--- config.mk ---
export PLATFORM = sky130hd
export DESIGN_NAME = board_store
export DESIGN_NICKNAME = d
export VERILOG_FILES = /design/src/rtl/board_store.sv
export SDC_FILE = /design/constraint.sdc
export NUM_CORES = 1
export LEC_CHECK = 0
export CAP_MARGIN = 20
export CORE_UTILIZATION = 35
export CTS_BUF_LIST = sky130_fd_sc_hd__clkbuf_16
export CTS_CLUSTER_SIZE = 24
export DETAILED_ROUTE_END_ITERATION = 10
export GPL_TIMING_DRIVEN = 0
export PLACE_DENSITY = 0.53
export REMOVE_ABC_BUFFERS = 1
export SYNTH_ARGS = -nofsm -noshare
export SYNTH_HDL_FRONTEND = slang
export SYNTH_SLANG_ARGS = --single-unit
--- constraint.sdc ---
create_clock -name CLOCK_50 -period 5.57 [get_ports CLOCK_50]
set_input_delay 1.114 -clock CLOCK_50 [delete_from_list [all_inputs] [get_ports CLOCK_50]]
set_output_delay 1.114 -clock CLOCK_50 [all_outputs]
set_load 0.02 [all_outputs]
--- src/rtl/board_store.sv ---
// rtl/board_store.sv - Tetris playfield occupancy memory with line-clear engine
//
// Purpose:
//   Holds one occupancy bit per cell of a COLS x ROWS playfield. It answers
//   combinational reads, accepts single-cycle cell writes while idle, and runs
//   a scan/collapse/count line-clear pass when the game FSM requests one.
//
// Optional feature macro: BOARD_VGA_PORT_EN
//   When defined, adds a second combinational read port (vga_rx, vga_ry ->
//   vga_rdata) for the renderer. It reads the live contents and is
//   independent of the clear engine.
//
// Ports:
//   CLOCK_50       in   1  system clock, rising edge
//   resetn         in   1  asynchronous reset, active-low
//   board_rx/ry    in 4/5  game read address
//   board_rdata    out  1  occupancy of (board_rx, board_ry); OOB_RDATA outside board
//   board_we       in   1  cell write strobe (honoured only while idle)
//   board_wx/wy    in 4/5  write address; out-of-range writes are dropped
//   board_wdata    in   1  1 = occupied, 0 = free
//   clear_start    in   1  pulse: scan the board and remove full rows
//   clear_busy     out  1  engine active (SCAN, SHIFT, DONE)
//   clear_done     out  1  one-cycle pulse when the engine finishes
//   lines_cleared  out  3  full rows removed by the last clear, saturates at 7
//   vga_rx/ry      in 4/5  renderer read address      (BOARD_VGA_PORT_EN only)
//   vga_rdata      out  1  renderer read data         (BOARD_VGA_PORT_EN only)

module board_store #(
    parameter int   COLS      = 10,
    parameter int   ROWS      = 20,
    parameter logic OOB_RDATA = 1'b1
) (
    input  logic       CLOCK_50,
    input  logic       resetn,
    input  logic [3:0] board_rx,
    input  logic [4:0] board_ry,
    output logic       board_rdata,
    input  logic       board_we,
    input  logic [3:0] board_wx,
    input  logic [4:0] board_wy,
    input  logic       board_wdata,
    input  logic       clear_start,
    output logic       clear_busy,
    output logic       clear_done,
    output logic [2:0] lines_cleared
`ifdef BOARD_VGA_PORT_EN
    ,
    input  logic [3:0] vga_rx,
    input  logic [4:0] vga_ry,
    output logic [0:0] vga_rdata
`endif
);

    typedef enum logic [1:0] {
        S_IDLE  = 2'd0,
        S_SCAN  = 2'd1,
        S_SHIFT = 2'd2,
        S_DONE  = 2'd3
    } state_t;

    state_t            r_state;
    state_t            w_next;
    logic [COLS-1:0]   r_cells [ROWS];
    logic [4:0]        r_row;
    logic [4:0]        r_k;
    logic [2:0]        r_lines;

    logic              w_row_full;
    logic              w_rd_in;
    logic              w_wr_in;

    // r_row always stays within 0..ROWS-1, so this index is always valid.
    assign w_row_full = &r_cells[r_row];

    assign w_rd_in = (board_rx < 4'(COLS)) && (board_ry < 5'(ROWS));
    assign w_wr_in = (board_wx < 4'(COLS)) && (board_wy < 5'(ROWS));

    assign board_rdata   = w_rd_in ? r_cells[board_ry][board_rx] : OOB_RDATA;
    assign clear_busy    = (r_state != S_IDLE);
    assign clear_done    = (r_state == S_DONE);
    assign lines_cleared = r_lines;

`ifdef BOARD_VGA_PORT_EN
    logic w_vga_in;
    assign w_vga_in     = (vga_rx < 4'(COLS)) && (vga_ry < 5'(ROWS));
    assign vga_rdata[0] = w_vga_in ? r_cells[vga_ry][vga_rx] : OOB_RDATA;
`endif

    always_ff @(posedge CLOCK_50 or negedge resetn) begin
        if (!resetn) begin
            r_state <= S_IDLE;
        end else begin
            r_state <= w_next;
        end
    end

    always_comb begin
        w_next = r_state;
        case (r_state)
            S_IDLE: begin
                if (clear_start) begin
                    w_next = S_SCAN;
                end
            end
            S_SCAN: begin
                if (w_row_full) begin
                    w_next = S_SHIFT;
                end else if (r_row == 5'd0) begin
                    w_next = S_DONE;
                end
            end
            S_SHIFT: begin
                // k==1 is the last copy step; k==0 only happens when the
                // full row was row 0 and needs a single clearing cycle.
                if (r_k <= 5'd1) begin
                    w_next = S_SCAN;
                end
            end
            S_DONE: begin
                w_next = S_IDLE;
            end
            default: begin
                w_next = S_IDLE;
            end
        endcase
    end

    always_ff @(posedge CLOCK_50 or negedge resetn) begin
        if (!resetn) begin
            for (int r = 0; r < ROWS; r++) begin
                r_cells[r] <= '0;
            end
            r_row   <= '0;
            r_k     <= '0;
            r_lines <= '0;
        end else begin
            case (r_state)
                S_IDLE: begin
                    // A write coinciding with clear_start still lands, so the
                    // scan that follows sees it.
                    if (board_we && w_wr_in) begin
                        r_cells[board_wy][board_wx] <= board_wdata;
                    end
                    if (clear_start) begin
                        r_row   <= 5'(ROWS - 1);
                        r_lines <= 3'd0;
                    end
                end
                S_SCAN: begin
                    if (w_row_full) begin
                        r_k     <= r_row;
                        r_lines <= (r_lines == 3'd7) ? 3'd7 : r_lines + 3'd1;
                    end else if (r_row != 5'd0) begin
                        r_row <= r_row - 5'd1;
                    end
                end
                S_SHIFT: begin
                    // r_row is left untouched so the collapsed row is rescanned.
                    if (r_k == 5'd0) begin
                        r_cells[0] <= '0;
                    end else begin
                        r_cells[r_k] <= r_cells[r_k - 5'd1];
                        if (r_k == 5'd1) begin
                            r_cells[0] <= '0;
                        end else begin
                            r_k <= r_k - 5'd1;
                        end
                    end
                end
                default: begin
                end
            endcase
        end
    end

endmodule

# ---- After elaboration in Yosys (flattened, before gate mapping)
# Index checks and enable logic that the tools add are counted.
dict set report op_classes {
  n_reduce_logical 21
  n_bitwise 5
  n_lt_le_gt_ge 15
  eq_ne 14
  addsub 3
  mux 42
}
# op count
set ops {}
lappend ops {{200-bit bitwise mux} 2}
lappend ops {{200-bit one-hot mux with 2 select lines} 1}
lappend ops {{200-bit 2-to-1 mux} 1}
lappend ops {{190-bit 2-to-1 mux} 1}
lappend ops {{10-bit binary-select mux with 5-bit select} 3}
lappend ops {{10-bit demux with 5-bit select} 2}
lappend ops {{10-bit 2-to-1 mux} 10}
lappend ops {{6-bit greater-or-equal comparator (second input constant)} 5}
lappend ops {{5-bit 2-to-1 mux} 6}
lappend ops {{5-bit inverter with 6-bit output} 5}
lappend ops {{5-bit one-hot mux with 2 select lines} 2}
lappend ops {{2-bit != test (second input constant)} 8}
lappend ops {{6-bit by 1-bit less-than comparator with 1-bit output (second input constant)} 2}
lappend ops {{5-bit zero test} 2}
lappend ops {{4-bit by 5-bit less-than comparator with 1-bit output (second input constant)} 2}
lappend ops {{5-bit less-than comparator (second input constant)} 2}
lappend ops {{10-bit AND reduction} 1}
lappend ops {{5-bit by 1-bit subtractor with 5-bit output (second input constant)} 2}
lappend ops {{3-bit 2-to-1 mux} 3}
lappend ops {{3-bit AND reduction} 3}
lappend ops {{4-bit less-than comparator (second input constant)} 2}
lappend ops {{2-bit 2-to-1 mux} 4}
lappend ops {{2-bit one-hot mux with 4 select lines} 1}
lappend ops {{4-bit AND reduction} 2}
lappend ops {{other kinds (17)} 28}
dict set report word_totals {
  in_bits 23
  wordCells 124
  out_inout_bits 6
  regBits 215
}

# ---- Logic depth before layout (Yosys ltp)
# Gate-level depths: netlist (run 1).
dict set report depth {
  ltp_word 9
  mapped_depth 15
  depth_no_buf 9
}

# ---- Worst setup path before layout (run 1)
# Ideal clock, no wire load.
dict set report synth_timing {
  kind {input-to-output}
  from {in board_ry[4]}
  to {out board_rdata}
  arrival_time_ns 2.853
  t_required_ns 4.456
  path_buffers 1
  slack_ns 1.603
  path_stages 8
  path_cell_list {clkbuf_1 -> nor3b_1 -> nand3_1 -> o31ai_1 -> nor3_1 -> a221oi_1 -> o21ai_1 -> a31oi_1}
}
dict set report synth_between {
  elab_chain_cells 7
  word_cells_on_any_way 9
  cone_classes {order compare: 1; mux: 6; bitwise: 1; reduce/logical: 1}
}
# item line_no
set synth_rtl {}
lappend synth_rtl {{start: declaration} 36} ;# input logic [4:0] board_ry,
lappend synth_rtl {{5-bit inverter with 6-bit output (not written as such)} 78} ;# assign board_rdata = w_rd_in ? r_cells[board_ry][board_rx] : OOB_RDATA;
lappend synth_rtl {{10-bit binary-select mux with 5-bit select} 78}
lappend synth_rtl {{10-bit 2-to-1 mux (not written as such) (2 in series)} 78}
lappend synth_rtl {{1-bit binary-select mux with 4-bit select} 78}
lappend synth_rtl {{1-bit 2-to-1 mux (not written as such)} 78}
lappend synth_rtl {{1-bit 2-to-1 mux *} 78}
lappend synth_rtl {{end: declaration} 37} ;# output logic board_rdata,
# Every way passes the cells marked *; elsewhere a longest branch is shown, timed or not. The select of a mux whose other input is x is not followed.

# ---- Worst setup path after layout (run 1)
dict set report layout_timing {
  from {in board_ry[3]}
  to {out board_rdata}
}
# Same word-level chain as after synthesis.

==> results of run 1 <==
-- worst register-to-register path: stages (launching register included) --
cell and delay, ps:
dfrtp_4 800, buf_16 310, inv_1 200, ha_4 870, mux4_2 420, nand2_1 60, nand3_1 280, a32o_1 920
buf_8 260, nand2_1 70, a31oi_1 210
-- area by class of cell --
cell class,instances,area share [%]
Clock buffer,27,3.713
Clock inverter,23,1.038
Inverter,11,0.2475
Multi-Input combinational cell,1615,55.45
Sequential cell,215,29.59
Tap cell,600,4.125
Timing Repair Buffer,73,5.831
-- state kept, by name, summed over array words and instances, names as in the netlist --
signal	flops
lines_cleared	3
r_cells	200
r_k	5
r_row	5
r_state	2
-- cell families after synthesis --
kind of cell	share of synthesized area, %
buffers and inverters	4.765
muxes	14.62
xor gates and xnor gates	0.3177
DFF	33.32
AOI/OAI and AO/OA	22.06
adders and majority gates	0.6198
and+or+nand+nor	24.30
-- routing by layer --
metal | wire, µm | vias to the layer above
met5 | 0 | -
met4 | 3803 | 0
met3 | 7994 | 201
met2 | 31400 | 999
met1 | 28460 | 8377
li1 | - | 7241
-- what timing repair did --
item	CTS	global route
buffers inserted	0	0
setup endpoints to repair	1	1
gates resized for setup	6	2
pin swaps	0	0
-- cells in the mapped netlist, drive strengths merged (10+ instances only) --
cell / count / area (µm²)
a21oi: 217 / 1086
a31oi: 108 / 675.7
a41oi: 30 / 262.8
and3: 13 / 81.33
buf: 62 / 364.1
clkbuf: 97 / 364.1
dfrtp: 215 / 5380
inv: 11 / 41.29
mux2i: 36 / 360.4
mux4: 84 / 1892
nand2: 317 / 1190
nand2b: 16 / 100.1
nand3: 117 / 585.6
nand3b: 10 / 75.07
nand4: 42 / 262.8
nor2: 318 / 1194
nor2b: 12 / 75.07
nor3: 27 / 140.1
o211ai: 15 / 112.6
o21a: 67 / 503.0
o21ai: 75 / 390.4
-- power by group through the flow --
stage               Sequential (mW)  Clock [mW]  Combinational [mW]
CTS                            2.46        1.80                4.22
detailed placement             2.49           0                4.21
global route                   2.53        1.86                4.49
global placement               2.54           0                3.61
finish                         2.50        1.78                4.38
floorplan                      2.27           0                2.04
-- worst min-delay path by stage --
| stage | startpoint | endpoint |
|---|---|---|
| finish | resetn | lines_cleared[0]$_DFFE_PN0P_ |
| global route | r_cells[79]$_DFFE_PN0P_ | r_cells[79]$_DFFE_PN0P_ |
| CTS | r_cells[88]$_DFFE_PN0P_ | r_cells[88]$_DFFE_PN0P_ |
| detailed placement | r_cells[119]$_DFFE_PN0P_ | r_cells[119]$_DFFE_PN0P_ |
| global placement | r_cells[76]$_DFFE_PN0P_ | r_cells[76]$_DFFE_PN0P_ |
| floorplan | r_cells[144]$_DFFE_PN0P_ | r_cells[144]$_DFFE_PN0P_ |
==> flow_summary.yaml, run 1 <==
run_status:
  outcome: "complete, no violations"
die:
  coreArea_um2: 45480
  dieWidth_um: 216.8
  dieArea_um2: 47000
  start_util_pct: 35.51
  pin_count: 29
  rows: 78
  die_h_um: 216.8
clocking:
  cts-root-buf: "clkbuf_16"
  ctsHoldBuffers: 0
  clockBufferDepth: 3
  cts_tree: "done"
  cts.sink_count: 215
  htree_num_levels: 1
  clkTransAtPathRegs_ps: 60
  numCtsBuffers: 27
  insertion_delay_ps: 580
logic_synthesis:
  synth_flop_cell: "dfrtp_1"
  yosys_warnings: 0
  synth_seq_cells: 215
  syn-mean-instance-area_um2: 8.075
  synth_area_um2: 16150
  async_reset_ff_share_pct: 100.0
  yosysSeqAreaShare_pct: 33.32
  syn_inst: 2000
  synth_edf_count: 0
  synth_cell_types: 69
critical_path:
  cpPeakStageDelay_ps: 690
  critPathLaunchType: "input pin"
  cp-endpoint: "board_rdata"
  r2r-end: "r_cells[148]$_DFFE_PN0P_"
  ff2ff_setup_slack_ps: 1080
  r2r-start: "r_k[0]$_DFFE_PN0P_"
  crit_slowest_cell: "clkdlybuf4s50_1"
  cp-startpoint: "board_ry[3]"
  worstPathRequired_ps: 4460
  cp_max_fo: 15
  cp_top_family: "buffers and inverters"
  cp_num_cells: 9
  crit_chain: "clkdlybuf4s15_1 > nor2b_1 > nand2_1 > o22ai_1 > a2111oi_0 > a221oi_1 > o21ai_1 > a31oi_1 > clkdlybuf4s50_1"
  critPathCaptureType: "output port"
  r2r_cells: 10
  crit_type: "input pin to output port"
  cp_num_buf_inv: 2
  arrival_ps: 4400
job:
  maxCapViolations: 0
power_and_ir_drop:
  p_sw_mw: 4.232
  irDropWorstVdd_mv: 0.5254
  p_leak_nw: 6.263
  swShare_pct: 48.85
  pwr-share-seq_pct: 28.8
  power_density_nw_per_um2: 476.1
  finalPower_mw: 8.663
  clkPwrFrac_pct: 20.6
  pwr-share-comb_pct: 50.6
  p_int_mw: 4.431
drt:
  wl_per_cell_um: 27.95
  wl_um: 71670
  drc: 0
  drt_iter0_markers: 2336
  drtAntennaViolNets: 0
  viasPerCell: 6.559
  num_vias: 16818
  first_pass_iters: 8
final_layout:
  utilization_pct: 40.01
  multiInputGateArea_um2: 10090
  nets: 1974
  regArea_um2: 5385
  drive_gt1_share_pct: 11.20
  fill_cells: 4675
  final_common_cell: "nand2_1"
  final_cells: 2564
  area_delta_synth_final_pct: 12.68
  final_area_um2: 18200
  final_cell_mix: "nand2_1 (316), nor2_1 (314), a21oi_1 (217), dfrtp_1 (213), nand3_1 (117)"
  n_antenna_cell: 0
sta:
  period_minus_slack_ps: 5510
  hold-worst-slack_ps: 548.6
  fmax_mhz: 181.5
  clock_skew_ps: 24.78
  finalSetupViolCount: 0
  worst_pin_slew_ps: 1230
  tns_ps: 0
  fin_crit_sh_pct: 98.92
  slew_violations: 0
  hold_violations: 0
  postLayoutSetupSlackWorst_ps: 60.14
  slew_headroom_pct: 17.97
  rsz0062_at_grt: "false"
global_routing:
  grt_pass1_vias: 16048
  globalRouteMet3Util_pct: 8.246
  grt_util_all_layers_pct: 30.62
  grt_pass1_wl_um: 107800
  busiest_layer: "met2"
  grt_max_degree: 110
  grt_overflow: 0
  use_met1_pct: 40.80
  gr-usage-met2_pct: 46.15
  antenna_found_initial: 0
placed_design:
  place_inst: 2512
  gp_congestion: 0.9728
  place_ws_ps: -458.1
  port_buffers: 28
  post_dp_cell_area_um2: 17320
  hpwl_um: 50700
hold_path:
  min_path_type: "input pin to asynchronous set/reset pin"
(Power assumes the default switching activity.)
==> run 2, diff against run 1 <==
--- a/config.mk
+++ b/config.mk
@@ -6,6 +6,7 @@
 export NUM_CORES = 1
 export LEC_CHECK = 0
 export CAP_MARGIN = 20
+export CORE_MARGIN = 5
 export CORE_UTILIZATION = 35
 export CTS_BUF_LIST = sky130_fd_sc_hd__clkbuf_16
 export CTS_CLUSTER_SIZE = 24
==> run 2 against run 1 <==
  * Final cell count barely moved
  * Clock-buffer cell count is the same
  * Critical path type unchanged
  * Sequential power barely moved
  * First-iteration DRC count decreased by 8.9%
  * Critical path depth is 1 lower
  * Largest cell class unchanged
  * Wire length rose by 1.5%
  * Via count down 0.35%
==> flow_summary.yaml, run 2 (synthesized netlist as in run 1, its figures left out) <==
power_and_ir_drop:
  p_sw_mw: 4.178
  pwr-share-comb_pct: 49.6
  p_int_mw: 4.455
  irDropWorstVdd_mv: 0.4577
  pwr-share-seq_pct: 28.8
  p_leak_nw: 6.308
  power_density_nw_per_um2: 473.0
  swShare_pct: 48.39
  clkPwrFrac_pct: 21.6
placed_design:
  place_ws_ps: -450.9
  port_buffers: 28
  gp_congestion: 0.9678
  hpwl_um: 51330
final_layout:
  area_delta_synth_final_pct: 13.02
  n_antenna_cell: 0
  top_regs: "r_cells x200, r_k x5, r_row x5"
  largest_register: "r_cells"
  drive_gt1_share_pct: 11.31
  fill_cells: 4628
  nets: 1977
  largest_register_ffs: 200
  utilization_pct: 40.13
  regArea_um2: 5385
  final_cell_mix: "nand2_1 (316), nor2_1 (314), a21oi_1 (217), dfrtp_1 (213), nand3_1 (117)"
  final_common_cell: "nand2_1"
  multiInputGateArea_um2: 10090
global_routing:
  grt_overflow: 0
  grt_pass1_vias: 15855
  grt_pass1_wl_um: 108000
  grt_util_all_layers_pct: 28.05
  grt_max_degree: 92
  antenna_found_initial: 1
clocking:
  cts.sink_count: 215
  clockBufferDepth: 3
  ctsHoldBuffers: 0
  htree_num_levels: 1
  cts-root-buf: "clkbuf_16"
  numCtsBuffers: 27
  insertion_delay_ps: 580
  clkTransAtPathRegs_ps: 70
  ctsResizeCount: 8
  post_cts.repair.setup_buffers: 0
  cts_tree: "done"
sta:
  tns_ps: 0
  postLayoutSetupSlackWorst_ps: 145.0
  fmax_mhz: 184.3
  finalSetupViolCount: 0
  hold_violations: 0
  fin_crit_sh_pct: 97.40
  slew_violations: 0
  period_minus_slack_ps: 5425
  slew_headroom_pct: 22.90
  worst_pin_slew_ps: 1153
  clock_skew_ps: 24.24
  rsz0062_at_grt: "false"
run_status:
  outcome: "complete, no violations"
die:
  pin_count: 29
  dieArea_um2: 50540
  die_h_um: 224.8
  start_util_pct: 35.51
  rows: 78
  dieWidth_um: 224.8
  coreArea_um2: 45480
critical_path:
  worstPathRequired_ps: 4460
  cp_max_fo: 20
  arrival_ps: 4310
  crit_chain: "clkdlybuf4s15_2 > or3b_2 > o22ai_1 > o21bai_1 > a221oi_1 > o21ai_1 > a31oi_1 > clkdlybuf4s50_1"
  cp_num_buf_inv: 2
  crit_type: "input pin to output port"
  cpPeakStageDelay_ps: 690
  cp_top_family: "compound AO/OA/AOI/OAI gates"
  critPathCaptureType: "output port"
  critPathLaunchType: "input pin"
  crit_slowest_cell: "clkdlybuf4s50_1"
drt:
  viasPerCell: 6.539
  drtAntennaViolNets: 0
  first_pass_iters: 6
  num_vias: 16759
  wl_um: 72720
  drc: 0
  drt_iter0_markers: 2129
  wl_per_cell_um: 28.37
hold_path:
  min_path_type: "input pin to asynchronous set/reset pin"
job:
  maxCapViolations: 0
-- run 2: cell count changes in the layout (fill, tap and decap cells not counted), moves of 2 or more --
cell,change
clkinv_1,-4
clkinv_2,-4
inv_1,+4
buf_16,-3
buf_8,+3
buf_12,+2
buf_2,-2
buf_6,+2
bufinv_16,+2
-- run 2: worst paths after layout --
| check | start | to | slack, ps | depth (start not counted) |
|---|---|---|---|---|
| max reg2reg | r_k[0]$_DFFE_PN0P_ | r_cells[50]$_DFFE_PN0P_ | 1270 | 10 |
| max in group asynchronous | resetn | r_cells[6]$_DFFE_PN0P_ | 4270 | 2 |
| min reg2reg | lines_cleared[2]$_DFFE_PN0P_ | lines_cleared[2]$_DFFE_PN0P_ | 550 | 2 |
| min | resetn | r_cells[169]$_DFFE_PN0P_ | 460 | 1 |
| max | board_ry[2] | board_rdata | 150 | 8 |
| min in group CLOCK_50 | lines_cleared[2]$_DFFE_PN0P_ | lines_cleared[2]$_DFFE_PN0P_ | 550 | 2 |
-- run 2: layer usage --
layer  vias to the layer above  GRT usage [%]  wire length (µm)
met5                         -              0                 0
met4                         0          11.53              3683
met3                       195          7.152              7289
met2                       957          42.08             31820
met1                      8349          38.73             29920
li1                       7258              -                 -
-- run 2: area by class of cell --
type,count,area share [%]
tap,600,4.113
clock buffer,27,3.702
multi-input combinational,1615,55.31
timing repair buffer,76,5.964
clock inverter,19,1.165
sequential,215,29.50
inverter,11,0.2468
-- run 2: worst reg2reg max path, delay by kind of cell (launching register included) --
kind | cells | cell delay [ps]
compound gates | 2 | 1010
fa+ha+maj | 1 | 940
buf+inv | 3 | 850
flops | 1 | 820
mux | 1 | 270
simple gates | 3 | 330
-- run 2: per-stage QoR --
| step | hold WS (ps) | std cells | total power [mW] | cell area [µm²] |
|---|---|---|---|---|
| after floorplan | 495.2 | 1841 | 4.310 | 15420 |
| after global placement | 526.5 | 2469 | 6.169 | 16450 |
| after detailed placement | 535.6 | 2514 | 6.598 | 17310 |
| after CTS | 457.1 | 2560 | 8.474 | 18220 |
| after global routing | 485.3 | 2563 | 8.854 | 18250 |
| final | 460.9 | 2563 | 8.633 | 18250 |
-- run 2: power groups by stage --
stage,sequential (mW),clock (mW),combinational [mW]
2_1_floorplan,2.27,0,2.04
3_3_place_gp,2.55,0,3.62
3_5_place_dp,2.49,0,4.11
4_1_cts,2.47,1.88,4.13
5_1_grt,2.51,1.93,4.41
6_report,2.48,1.86,4.28
